**config.mk**
```make
export PLATFORM = sky130hd
export DESIGN_NAME = mem_arbiter
export DESIGN_NICKNAME = d
export VERILOG_FILES = /design/src/rtl/mem_arbiter.sv
export SDC_FILE = /design/constraint.sdc
export NUM_CORES = 1
export LEC_CHECK = 0
export ABC_AREA = 1
export CORE_MARGIN = 2
export CORE_UTILIZATION = 42
export CTS_BUF_LIST = sky130_fd_sc_hd__clkbuf_16
export DETAILED_ROUTE_END_ITERATION = 16
export PLACE_DENSITY = 0.77
export SETUP_SLACK_MARGIN = 0.05
export SYNTH_ARGS = -nofsm -noshare
export SYNTH_HDL_FRONTEND = slang
export SYNTH_SLANG_ARGS = --single-unit
```
**constraint.sdc**
```tcl
create_clock -name clk -period 1.35 [get_ports clk]
set_input_delay 0.135 -clock clk [delete_from_list [all_inputs] [get_ports clk]]
set_output_delay 0.135 -clock clk [all_outputs]
set_load 0.005 [all_outputs]
```
**src/rtl/mem_arbiter.sv**
```systemverilog
// Shares a 16-bit word memory between fetch (p0) and load/store (p1) ports.
// Odd-address words are split into two byte-lane accesses; byte reads are extended.
module mem_arbiter #(
    parameter int unsigned MAX_STREAK = 4
) (
    input  logic        clk,
    input  logic        reset,
    input  logic        p0_req,
    input  logic [15:0] p0_addr,
    output logic        p0_ack,
    input  logic        p1_req,
    input  logic        p1_we,
    input  logic        p1_word,
    input  logic        p1_sext,
    input  logic [15:0] p1_addr,
    input  logic [15:0] p1_wdata,
    output logic        p1_ack,
    output logic [15:0] rdata,
    output logic        mem_req,
    output logic        mem_we,
    output logic [1:0]  mem_be,
    output logic [15:0] mem_addr,
    output logic [15:0] mem_wdata,
    input  logic [15:0] mem_rdata,
    input  logic        mem_ready,
    output logic        busy
);
    localparam int unsigned SW = $clog2(MAX_STREAK + 1);

    typedef enum logic [1:0] {StIdle, StAcc1, StAcc2, StResp} state_e;

    state_e        state_q;
    logic [SW-1:0] streak_q;
    logic          gnt_q;
    logic          we_q;
    logic          word_q;
    logic          sext_q;
    logic [15:0]   addr_q;
    logic [15:0]   wdata_q;
    logic [7:0]    temp_q;
    logic [15:0]   rdata_q;
    logic          p0_ack_q;
    logic          p1_ack_q;

    logic          p0_force;
    logic          p1_win;
    logic          split;
    logic [7:0]    byte_sel;
    logic [15:0]   byte_ext;

    assign p0_force = p0_req && (streak_q == SW'(MAX_STREAK));
    assign p1_win   = p1_req && !p0_force;
    assign split    = word_q && addr_q[0];
    assign byte_sel = addr_q[0] ? mem_rdata[15:8] : mem_rdata[7:0];
    assign byte_ext = {{8{sext_q & byte_sel[7]}}, byte_sel};

    always_ff @(posedge clk) begin
        if (reset) begin
            state_q  <= StIdle;
            streak_q <= '0;
            gnt_q    <= 1'b0;
            we_q     <= 1'b0;
            word_q   <= 1'b0;
            sext_q   <= 1'b0;
            addr_q   <= '0;
            wdata_q  <= '0;
            temp_q   <= '0;
            rdata_q  <= '0;
            p0_ack_q <= 1'b0;
            p1_ack_q <= 1'b0;
        end else begin
            p0_ack_q <= 1'b0;
            p1_ack_q <= 1'b0;
            unique case (state_q)
                StIdle: begin
                    if (p1_win) begin
                        gnt_q   <= 1'b1;
                        we_q    <= p1_we;
                        word_q  <= p1_word;
                        sext_q  <= p1_sext;
                        addr_q  <= p1_addr;
                        wdata_q <= p1_wdata;
                        // p1 cannot win at the cap while p0 waits, so this never overflows
                        streak_q <= p0_req ? streak_q + 1'b1 : '0;
                        state_q  <= StAcc1;
                    end else if (p0_req) begin
                        gnt_q    <= 1'b0;
                        we_q     <= 1'b0;
                        word_q   <= 1'b1;
                        sext_q   <= 1'b0;
                        addr_q   <= p0_addr;
                        wdata_q  <= '0;
                        streak_q <= '0;
                        state_q  <= StAcc1;
                    end else begin
                        streak_q <= '0;
                    end
                end
                StAcc1: begin
                    if (mem_ready) begin
                        if (split) begin
                            temp_q  <= mem_rdata[15:8];
                            state_q <= StAcc2;
                        end else begin
                            if (!we_q) rdata_q <= word_q ? mem_rdata : byte_ext;
                            p0_ack_q <= !gnt_q;
                            p1_ack_q <= gnt_q;
                            state_q  <= StResp;
                        end
                    end
                end
                StAcc2: begin
                    if (mem_ready) begin
                        if (!we_q) rdata_q <= {mem_rdata[7:0], temp_q};
                        p0_ack_q <= !gnt_q;
                        p1_ack_q <= gnt_q;
                        state_q  <= StResp;
                    end
                end
                StResp: state_q <= StIdle;
                default: state_q <= StIdle;
            endcase
        end
    end

    always_comb begin
        mem_req   = (state_q == StAcc1) || (state_q == StAcc2);
        mem_we    = 1'b0;
        mem_be    = 2'b00;
        mem_addr  = '0;
        mem_wdata = '0;
        if (state_q == StAcc1) begin
            mem_we   = we_q;
            mem_addr = {addr_q[15:1], 1'b0};
            if (split) begin
                mem_be    = 2'b10;
                mem_wdata = {wdata_q[7:0], 8'h00};
            end else if (word_q) begin
                mem_be    = 2'b11;
                mem_wdata = wdata_q;
            end else begin
                mem_be    = addr_q[0] ? 2'b10 : 2'b01;
                mem_wdata = {2{wdata_q[7:0]}};
            end
        end else if (state_q == StAcc2) begin
            mem_we    = we_q;
            mem_addr  = addr_q + 16'd1;
            mem_be    = 2'b01;
            mem_wdata = {8'h00, wdata_q[15:8]};
        end
    end

    assign p0_ack = p0_ack_q;
    assign p1_ack = p1_ack_q;
    assign rdata  = rdata_q;
    assign busy   = (state_q != StIdle);

endmodule

```
==> reports/metrics.csv, run 1 <==
metric,value,unit
CTS tree,built,
final wirelength,22600,um
failing checks,negative setup slack,
"top cells by count, synth","189 x nand2_1, 69 x inv_1, 67 x dfxtp_1, 45 x a21oi_1, 38 x nor2_1",
status,"finished, violations left",
Routed Antenna Nets,0,
IO Port Bufs,126,
cells along the critical path,inv_2 -> ha_4 -> buf_4 -> nor2_4 -> buf_6 -> nand3_4 -> a21oi_1 -> buf_2,
yosys warns,0,
row cnt,35,
First-pass DRT Iterations,6,
DRC viols,0,
"Seq/Total Area, Yosys",0.343,
Final Cycle Share,1.48,
Inst Count DP,885,
setup slack after layout,-0.642,ns
crit-path max cell delay,0.34,ns
worst min-delay path class,in2reg,
num ports,127,
CP Capture Type,output pin,
Power Dens Cells,2160,mW/mm2
cell count after synthesis,598,
Die H,100,um
Core Region,0.00911,mm2
Setup Skew,0.0104,ns
Post-CTS Hold Buffers,0,
critical path's slowest cell,dfxtp_2,
Worst Path Buf+Inv,4,
vias in the first global route,5240,
Leakage,3.72,nW
Total GRT Usage,0.326,
H-tree depth,3,
endpoints failing setup,101,
first-pass GRT wire length,25900,um
"Core Util, Final",0.861,
Layout Cells excl Fill,966,
dominant synthesized flop cell,dfxtp_1,
"Cell Area, Synth",0.00390,mm2
synth unique cells,30,
CTS Buf Count,9,
async set-reset flop share out of synthesis,0,
most common cell in the netlist,nand2_1,
Final Critical Period,1.99,ns
number of fill cells,402,
peak supply drop,1.20,mV
area grow syn2layout,101,%
Pins Over Slew Limit,0,
CP max FO,6,
Crit path max-delay family,buffers and inverters,
"EDFF count, synth",0,
RSZ-0062 raised after global routing,true,
syn avg cell area,6.53,um2
DPL Wire Length,9210,um
worst skew pair latency,0.35,ns
Antenna diodes,0,
layout cells sized above 1,0.489,
post-DR vias/cell,6.27,
Worst-path clk slew,0.06,ns
CTS sink count,67,
detailed-route via count,6055,
Starting DRT DRC Count,766,
max cap viols,0,
"FF+latch count, synth",67,
worst endpoint required time,1.22,ns
worst-case clock buffer depth,2,
slew margin rel.,0.708,
Max Fclk,502,MHz
initial antenna violation count,0,
Final GP Congestion,0.890,
syn nets,676,
crit path kind,reg2out,
CP Launch Type,register,
Initial Utilization,0.429,
Worst Tran Pin Value,0.436,ns
Synth area leaders,"dfxtp_1 34%, nand2_1 18%, a21oi_2 7.0%",
root buffer cell,clkbuf_16,
Final Hold Fails,0,
Avg WL per Cell,23.4,um
largest area contributor in the netlist,dfxtp_1,
grt total ovfl,0,
Synth top area share,0.343,
CP arrival,1.86,ns
final net count,928,
die width,100,um
largest net degree at the start of global routing,23,
die area,0.0101,mm2
==> placed cells by master (no fill, tap or decap), drive strengths merged <==
cell type / netlist / final
clkinvlp: 0 / 1
buf: 20 / 170
clkbuf: 8 / 13
nand3: 37 / 37
dlygate4sd2: 0 / 12
o21ai: 36 / 36
clkinv: 1 / 8
clkdlybuf4s50: 0 / 71
nor3: 9 / 9
nand2: 196 / 197
dfxtp: 67 / 67
clkdlybuf4s15: 0 / 2
o21bai: 1 / 1
or2: 1 / 1
o211ai: 16 / 16
inv: 74 / 74
nor2: 43 / 43
ha: 6 / 6
nand4: 5 / 5
o21a: 1 / 1
nor4: 1 / 1
a21oi: 76 / 76
bufinv: 0 / 1
dlymetal6s2s: 0 / 7
==> layout make-up <==
| cell class | instances | area (um2) | area share |
|---|---|---|---|
| sequential | 67 | 1370 | 0.174 |
| clock inverter | 7 | 60.1 | 0.00766 |
| timing repair inverter | 2 | 20.0 | 0.00255 |
| multi-input combinational | 429 | 3110 | 0.396 |
| tap | 111 | 139 | 0.0177 |
| clock buffer | 9 | 225 | 0.0287 |
| timing repair buffer | 266 | 2600 | 0.332 |
| inverter | 75 | 327 | 0.0416 |
==> per-layer routing <==
metal	vias to the layer above	wire length (um)	track usage
met3	232	2400	0.0675
met1	2755	7550	0.374
met5	-	0	0
li1	2431	-	-
met4	0	2390	0.199
met2	637	10300	0.553
==> worst register-to-register path: stages, from the launching register on <==
cell and delay (ns):
dfxtp_4 0.37, buf_6 0.11, inv_4 0.04, ha_4 0.17
nor2_4 0.20, clkinv_4 0.13, buf_6 0.15, buf_6 0.11
nand3_4 0.16, clkbuf_16 0.21, a21oi_4 0.04, a21oi_2 0.15
==> power by group <==
part	switching [mW]	leakage, nW	internal [mW]
sequential	0.511	0.555	2.53
combinational	6.01	3.02	5.51
clock	0.993	0.144	1.41
==> logic make-up (layout without fill, tap and decap cells) <==
kind of cell	after synthesis	count (layout)	synth area share
compound gates	130	130	0.208
simple gates	292	293	0.315
fa+ha+maj	6	6	0.0192
flops	67	67	0.343
buf+inv	103	359	0.115
==> state kept, by name, indices dropped and copies added (netlist names) <==
name      flops
word_q        1
p0_ack        1
gnt_q         1
temp_q        8
state_q       2
p1_ack        1
addr_q       16
sext_q        1
we_q          1
streak_q      3
wdata_q      16
rdata        16
==> stage by stage <==
stage          hold slack, ns  instance area (um2)  worst slack (ns)  total power, mW  setup TNS [ns]
6_report                0.363                 7840            -0.642             17.0          -39.54
5_1_grt                 0.380                 7840            -0.735             17.4          -42.19
4_1_cts                 0.350                 6850            -0.425             13.5          -25.38
3_5_place_dp            0.442                 5840            -0.547             9.14          -31.04
3_3_place_gp            0.448                 5840            -0.425             8.97          -27.38
2_1_floorplan           0.204                 3980            0.0116             6.21               0
==> worst paths after layout <==
check,startpoint,end,slack (ns),depth (start not counted)
max reg2reg,state_q[0],rdata[0],-0.57,11
min reg2reg,wdata_q[12],wdata_q[12],0.49,2
min,p1_wdata[3],wdata_q[3],0.36,3
max,state_q[1],mem_addr[7],-0.64,8
==> timing repair <==
item	CTS	global route
gates cloned	9	6
gates resized for setup	309	208
buffers inserted	27	31
pin swaps	35	57
endpoints found under the setup margin	115	111
No activity file was read; power rests on OpenSTA's default activity.
==> run 2: changes to the inputs <==
--- a/config.mk
+++ b/config.mk
@@ -7,10 +7,10 @@
 export LEC_CHECK = 0
 export ABC_AREA = 1
 export CORE_MARGIN = 2
-export CORE_UTILIZATION = 42
+export CORE_UTILIZATION = 50
 export CTS_BUF_LIST = sky130_fd_sc_hd__clkbuf_16
 export DETAILED_ROUTE_END_ITERATION = 16
-export PLACE_DENSITY = 0.77
+export PLACE_DENSITY = 0.86
 export SETUP_SLACK_MARGIN = 0.05
 export SYNTH_ARGS = -nofsm -noshare
 export SYNTH_HDL_FRONTEND = slang
==> constraint.sdc (replaced) <==
create_clock -name clk -period 2.56 [get_ports clk]
set_input_delay 0.256 -clock clk [delete_from_list [all_inputs] [get_ports clk]]
set_output_delay 0.256 -clock clk [all_outputs]
set_load 0.005 [all_outputs]
==> run 2 against run 1 <==
The run now ends clean. Register-to-register slack improved by 1.3 ns. Clock-buffer cell count stayed put. Sequential share of layout area increased by 6.6 points. Critical path depth did not move. Cell count is 14% lower. First-iteration DRC count is 64% lower. Power fell by 68%. Worst hold slack improved by 0.10 ns. Global-route usage shrank 5.7 points. Worst setup slack better by 0.78 ns.
==> reports/metrics.csv, run 2 (synthesis results as in run 1) <==
metric,value,unit,change
initial antenna violation count,0,,unchanged
Antenna diodes,0,,unchanged
Routed Antenna Nets,0,,unchanged
setup_tns,0,ns,+39.54 ns
max cap viols,0,,unchanged
worst-case clock buffer depth,2,,unchanged
area grow syn2layout,43.0,%,
post-route cell area,0.00558,mm2,-29%
number of fill cells,589,,+47%
Inst Count DP,808,,-8.7%
Die H,92.4,um,-8.0%
Worst Reg-to-Reg Cells,9,,-2
Total GRT Usage,0.269,,-0.0570
root buffer cell,clkbuf_16,,
placed instance area,0.00521,mm2,-11%
worst min-delay path class,reg2reg,,
Setup Skew,0.00387,ns,-0.00656 ns
CP Capture Type,output pin,,
CP arrival,2.16,ns,+0.30 ns
row cnt,32,,-8.6%
die width,92.4,um,-8.0%
H-tree depth,3,,unchanged
worst skew pair latency,0.33,ns,-0.02 ns
Final Critical Period,2.42,ns,
Pins Over Slew Limit,0,,unchanged
hold path cells,2,,-1
Avg WL per Cell,13.7,um,-41%
Final GP Congestion,0.959,,+7.8%
WHS Endpoint,wdata_q[14],,
status,"finished, final reports clean",,
Starting DRT DRC Count,278,,-64%
HP Start,wdata_q[14],,
flop-to-flop setup slack,0.68,ns,+1.25 ns
num ports,127,,unchanged
Power Dens Cells,974,mW/mm2,-55%
first-pass GRT wire length,18600,um,-28%
crit path kind,reg2out,,
Initial Utilization,0.511,,+0.0819
peak supply drop,0.699,mV,-42%
CTS sink count,67,,unchanged
vias in the first global route,4134,,-21%
post-DR vias/cell,5.32,,-15%
RR Startpoint,state_q[1],,
worst endpoint required time,2.30,ns,+1.08 ns
Critical R2R Capture,rdata[2],,
final net count,800,,-14%
"Core Util, Final",0.730,,-0.131
layout cells sized above 1,0.124,,-0.365
detailed-route via count,4396,,-27%
RSZ-0062 raised after global routing,true,,
endpoints failing setup,0,,-100%
Worst Tran Pin Value,0.807,ns,+0.371 ns
Leakage,2.41,nW,-35%
CP max FO,4,,-2
Max Fclk,414,MHz,
most frequent cells in the layout,"188 x nand2_1, 124 x clkdlybuf4s50_1, 68 x inv_1",,
final wirelength,11400,um,-50%
CTS Buf Count,9,,unchanged
Final Hold Fails,0,,unchanged
Final Cycle Share,0.945,,
DPL Wire Length,8140,um,-12%
grt total ovfl,0,,unchanged
Worst-path clk slew,0.05,ns,about the same
Post-CTS Hold Buffers,0,,unchanged
First-pass DRT Iterations,5,,-1
IO Port Bufs,126,,unchanged
DRC viols,0,,unchanged
CP Launch Type,register,,
CTS tree,built,,
die area,0.00853,mm2,-15%
largest net degree at the start of global routing,33,,+43%
Layout Cells excl Fill,827,,-14%
Core Region,0.00765,mm2,-16%
"most common cell after layout, fill and taps aside",nand2_1,,
slew margin rel.,0.459,,-0.249
==> run 2: critical path, cell delays in order, from the launching register on <==
cell	delay, ns
dfxtp_2	0.33
inv_1	0.09
ha_2	0.20
inv_2	0.07
buf_4	0.13
buf_4	0.12
buf_4	0.13
o21ai_0	0.17
clkdlybuf4s50_1	0.59
==> run 2: worst max path at each step <==
stage | startpoint | endpoint | slack, ns | depth (start not counted)
floorplan | state_q[1] | mem_addr[8] | 0.92 | 9
global placement | state_q[1] | mem_addr[13] | 0.38 | 9
detailed placement | state_q[1] | mem_addr[13] | 0.32 | 9
CTS | state_q[1] | mem_addr[13] | 0.06 | 9
global route | addr_q[2] | mem_addr[15] | -0.04 | 7
finish | state_q[1] | mem_be[0] | 0.14 | 8
==> run 2: final cells by class <==
cell class                      instances  area (um2)  share of cell area
Clock buffer                            9         225              0.0403
Clock inverter                          5        47.5             0.00851
Inverter                               75         287              0.0513
Multi-Input combinational cell        428        2170               0.389
Sequential cell                        67        1340               0.241
Tap cell                              102         128              0.0229
Timing Repair Buffer                  141        1380               0.247
==> run 2: power breakdown <==
| part | total [mW] | switching [mW] | internal (mW) |
|---|---|---|---|
| Sequential | 1.54 | 0.229 | 1.31 |
| Combinational | 2.75 | 1.56 | 1.19 |
| Clock | 1.15 | 0.420 | 0.731 |
| Total | 5.44 | 2.21 | 3.23 |
==> run 2: what timing repair did <==
action | in CTS | in global routing
pin swaps | 0 | 1
hold endpoints to repair | 0 | 0
resized for setup | 4 | 17
setup buffers | 3 | 2
setup endpoints to repair | 6 | 24
==> run 2: layer usage <==
metal / routed length, um / GRT usage / vias to the layer above
met4: 377 / 0.119 / 0
met5: 0 / 0 / -
met3: 818 / 0.0439 / 42
met2: 5630 / 0.473 / 207
met1: 4540 / 0.321 / 1981
li1: - / - / 2166
==> run 2: per-stage QoR <==
stage               total power [mW]  setup slack [ns]  hold WS, ns
floorplan                       3.16             0.921        0.325
global placement                4.07             0.383        0.435
detailed placement              4.15             0.325        0.456
CTS                             5.35            0.0569        0.463
global route                    5.83           -0.0418        0.491
finish                          5.44             0.142        0.465
==> run 3: changes to the inputs <==
--- a/config.mk
+++ b/config.mk
@@ -6,10 +6,11 @@
 export NUM_CORES = 1
 export LEC_CHECK = 0
 export ABC_AREA = 1
-export CORE_MARGIN = 2
+export CORE_MARGIN = 8
 export CORE_UTILIZATION = 50
 export CTS_BUF_LIST = sky130_fd_sc_hd__clkbuf_16
 export DETAILED_ROUTE_END_ITERATION = 16
+export MAX_ROUTING_LAYER = met4
 export PLACE_DENSITY = 0.86
 export SETUP_SLACK_MARGIN = 0.05
 export SYNTH_ARGS = -nofsm -noshare
==> run 3 against run 2 <==
Cell count down 0.24%. First-iteration DRC count down 6.5%. Global-route usage down 4.6 points. Clock skew up 0.00053 ns. Largest power group unchanged. Critical path type unchanged. Worst hold slack worse by 0.0081 ns. Clock power about the same. Via count down 1.2%. Critical endpoint is now mem_addr[5]. Final area down 0.76%. Highest routed layer unchanged. Clock-buffer cell count unchanged.
==> reports/metrics.csv, run 3 (synthesis results as in run 1) <==
metric,value,unit,change
worst-case clock buffer depth,2,,unchanged
post-DR vias/cell,5.27,,-0.92%
crit path kind,reg2out,,
final wirelength,11900,um,+4.8%
"most common cell after layout, fill and taps aside",nand2_1,,
RR Startpoint,state_q[0],,
Routed Antenna Nets,0,,unchanged
flop-to-flop setup slack,0.63,ns,-0.05 ns
Worst Reg-to-Reg Cells,8,,-1
row cnt,32,,unchanged
num ports,127,,unchanged
setup_tns,0,ns,unchanged
H-tree depth,3,,unchanged
Worst-path clk slew,0.05,ns,about the same
worst min-delay path class,reg2reg,,
worst endpoint required time,2.30,ns,about the same
root buffer cell,clkbuf_16,,
layout cells sized above 1,0.118,,-0.00657
Post-CTS Hold Buffers,0,,unchanged
Die H,104,um,+13%
IO Port Bufs,126,,unchanged
RSZ-0062 raised after global routing,true,,
die area,0.0109,mm2,+28%
final net count,798,,-0.25%
Power Dens Cells,974,mW/mm2,about the same
CTS tree,built,,
grt total ovfl,0,,unchanged
CP arrival,2.12,ns,-0.04 ns
Critical R2R Capture,rdata[2],,
max cap viols,0,,unchanged
HP Start,gnt_q,,
most frequent cells in the layout,"188 x nand2_1, 126 x clkdlybuf4s50_1, 66 x inv_1",,
Final Cycle Share,0.929,,-0.0154
vias in the first global route,4232,,+2.4%
Total GRT Usage,0.223,,-0.0458
total power,5.40,mW,-0.73%
Leakage,2.35,nW,-2.2%
CP Capture Type,output pin,,
DRC viols,0,,unchanged
CTS Buf Count,9,,unchanged
Final Critical Period,2.38,ns,-0.0395 ns
WHS Endpoint,p0_ack,,
slew margin rel.,0.588,,+0.129
Core Region,0.00765,mm2,unchanged
CTS sink count,67,,unchanged
initial antenna violation count,0,,unchanged
cells along the critical path,inv_1 -> ha_1 -> nor2_4 -> inv_6 -> nand2_1 -> a21oi_1 -> clkdlybuf4s50_1,,
First-pass DRT Iterations,5,,unchanged
Worst Tran Pin Value,0.617,ns,-0.190 ns
largest net degree at the start of global routing,33,,unchanged
worst skew pair latency,0.33,ns,about the same
Max Fclk,420,MHz,+1.7%
Starting DRT DRC Count,260,,-6.5%
peak supply drop,0.924,mV,+32%
detailed-route via count,4345,,-1.2%
first-pass GRT wire length,19700,um,+6.1%
Initial Utilization,0.511,,unchanged
CP Launch Type,register,,
DPL Wire Length,8950,um,+10%
Final GP Congestion,0.940,,-2.0%
Antenna diodes,0,,unchanged
endpoints failing setup,0,,unchanged
area grow syn2layout,41.9,%,
CP max FO,10,,+6
Avg WL per Cell,14.4,um,+5.1%
setup slack after layout,0.181,ns,+0.0395 ns
hold path cells,1,,-1
status,"finished, final reports clean",,
critical path's slowest cell,clkdlybuf4s50_1,,
Setup Skew,0.00440,ns,+0.000528 ns
Pins Over Slew Limit,0,,unchanged
DP Worst Slack,0.316,ns,-0.00907 ns
Final Hold Fails,0,,unchanged
die width,104,um,+13%
crit-path max cell delay,0.54,ns,-0.05 ns
number of fill cells,610,,+3.6%
run 3: cell type report:
class | instances | area, um2 | share of cell area
multi-input cells | 428 | 2150 | 0.388
clock buffers | 9 | 225 | 0.0406
well taps | 102 | 128 | 0.0230
clock inverters | 5 | 46.3 | 0.00835
flip-flops and latches | 67 | 1340 | 0.242
inverters | 75 | 289 | 0.0522
repair buffers | 139 | 1360 | 0.245
run 3: per-layer routing:
layer  routed length, um  vias up  global-route usage
met5                   0        -                   -
met4                 370        0               0.115
met3                 621       29              0.0421
met2                5820      163               0.366
met1                5100     1993               0.252
li1                    -     2160                   -
run 3: metrics by stage:
stage | utilization | cells | instance area, um2 | hold WS, ns
after detailed placement | 0.682 | 809 | 5220 | 0.443
final | 0.725 | 825 | 5540 | 0.456
after floorplan | - | 598 | 3910 | 0.325
after global placement | 0.682 | 809 | 5220 | 0.431
after CTS | 0.720 | 825 | 5510 | 0.454
after global routing | 0.725 | 825 | 5540 | 0.481
run 3: critical path: cells and delay by family, from the launching register on:
kind	cells	cell delay (ns)
compound gates	1	0.16
fa+ha+maj	1	0.33
buf+inv	3	0.78
flops	1	0.34
simple gates	2	0.18
run 3: worst max path at each step:
stage | startpoint | end | slack, ns
floorplan | state_q[1] | mem_addr[8] | 0.92
global placement | state_q[1] | mem_addr[8] | 0.39
detailed placement | state_q[1] | mem_addr[8] | 0.32
CTS | state_q[1] | mem_addr[12] | 0.06
global route | addr_q[7] | mem_addr[12] | 0.03
finish | state_q[0] | mem_addr[5] | 0.18
run 3: power breakdown:
group / leakage, nW / internal (mW) / switching [mW]
Sequential: 0.550 / 1.31 / 0.231
Clock: 0.134 / 0.730 / 0.424
Combinational: 1.67 / 1.16 / 1.54
run 3: timing repair:
action | in CTS | in global routing
setup buffers | 2 | 0
resized for setup | 2 | 12
setup endpoints to repair | 4 | 19
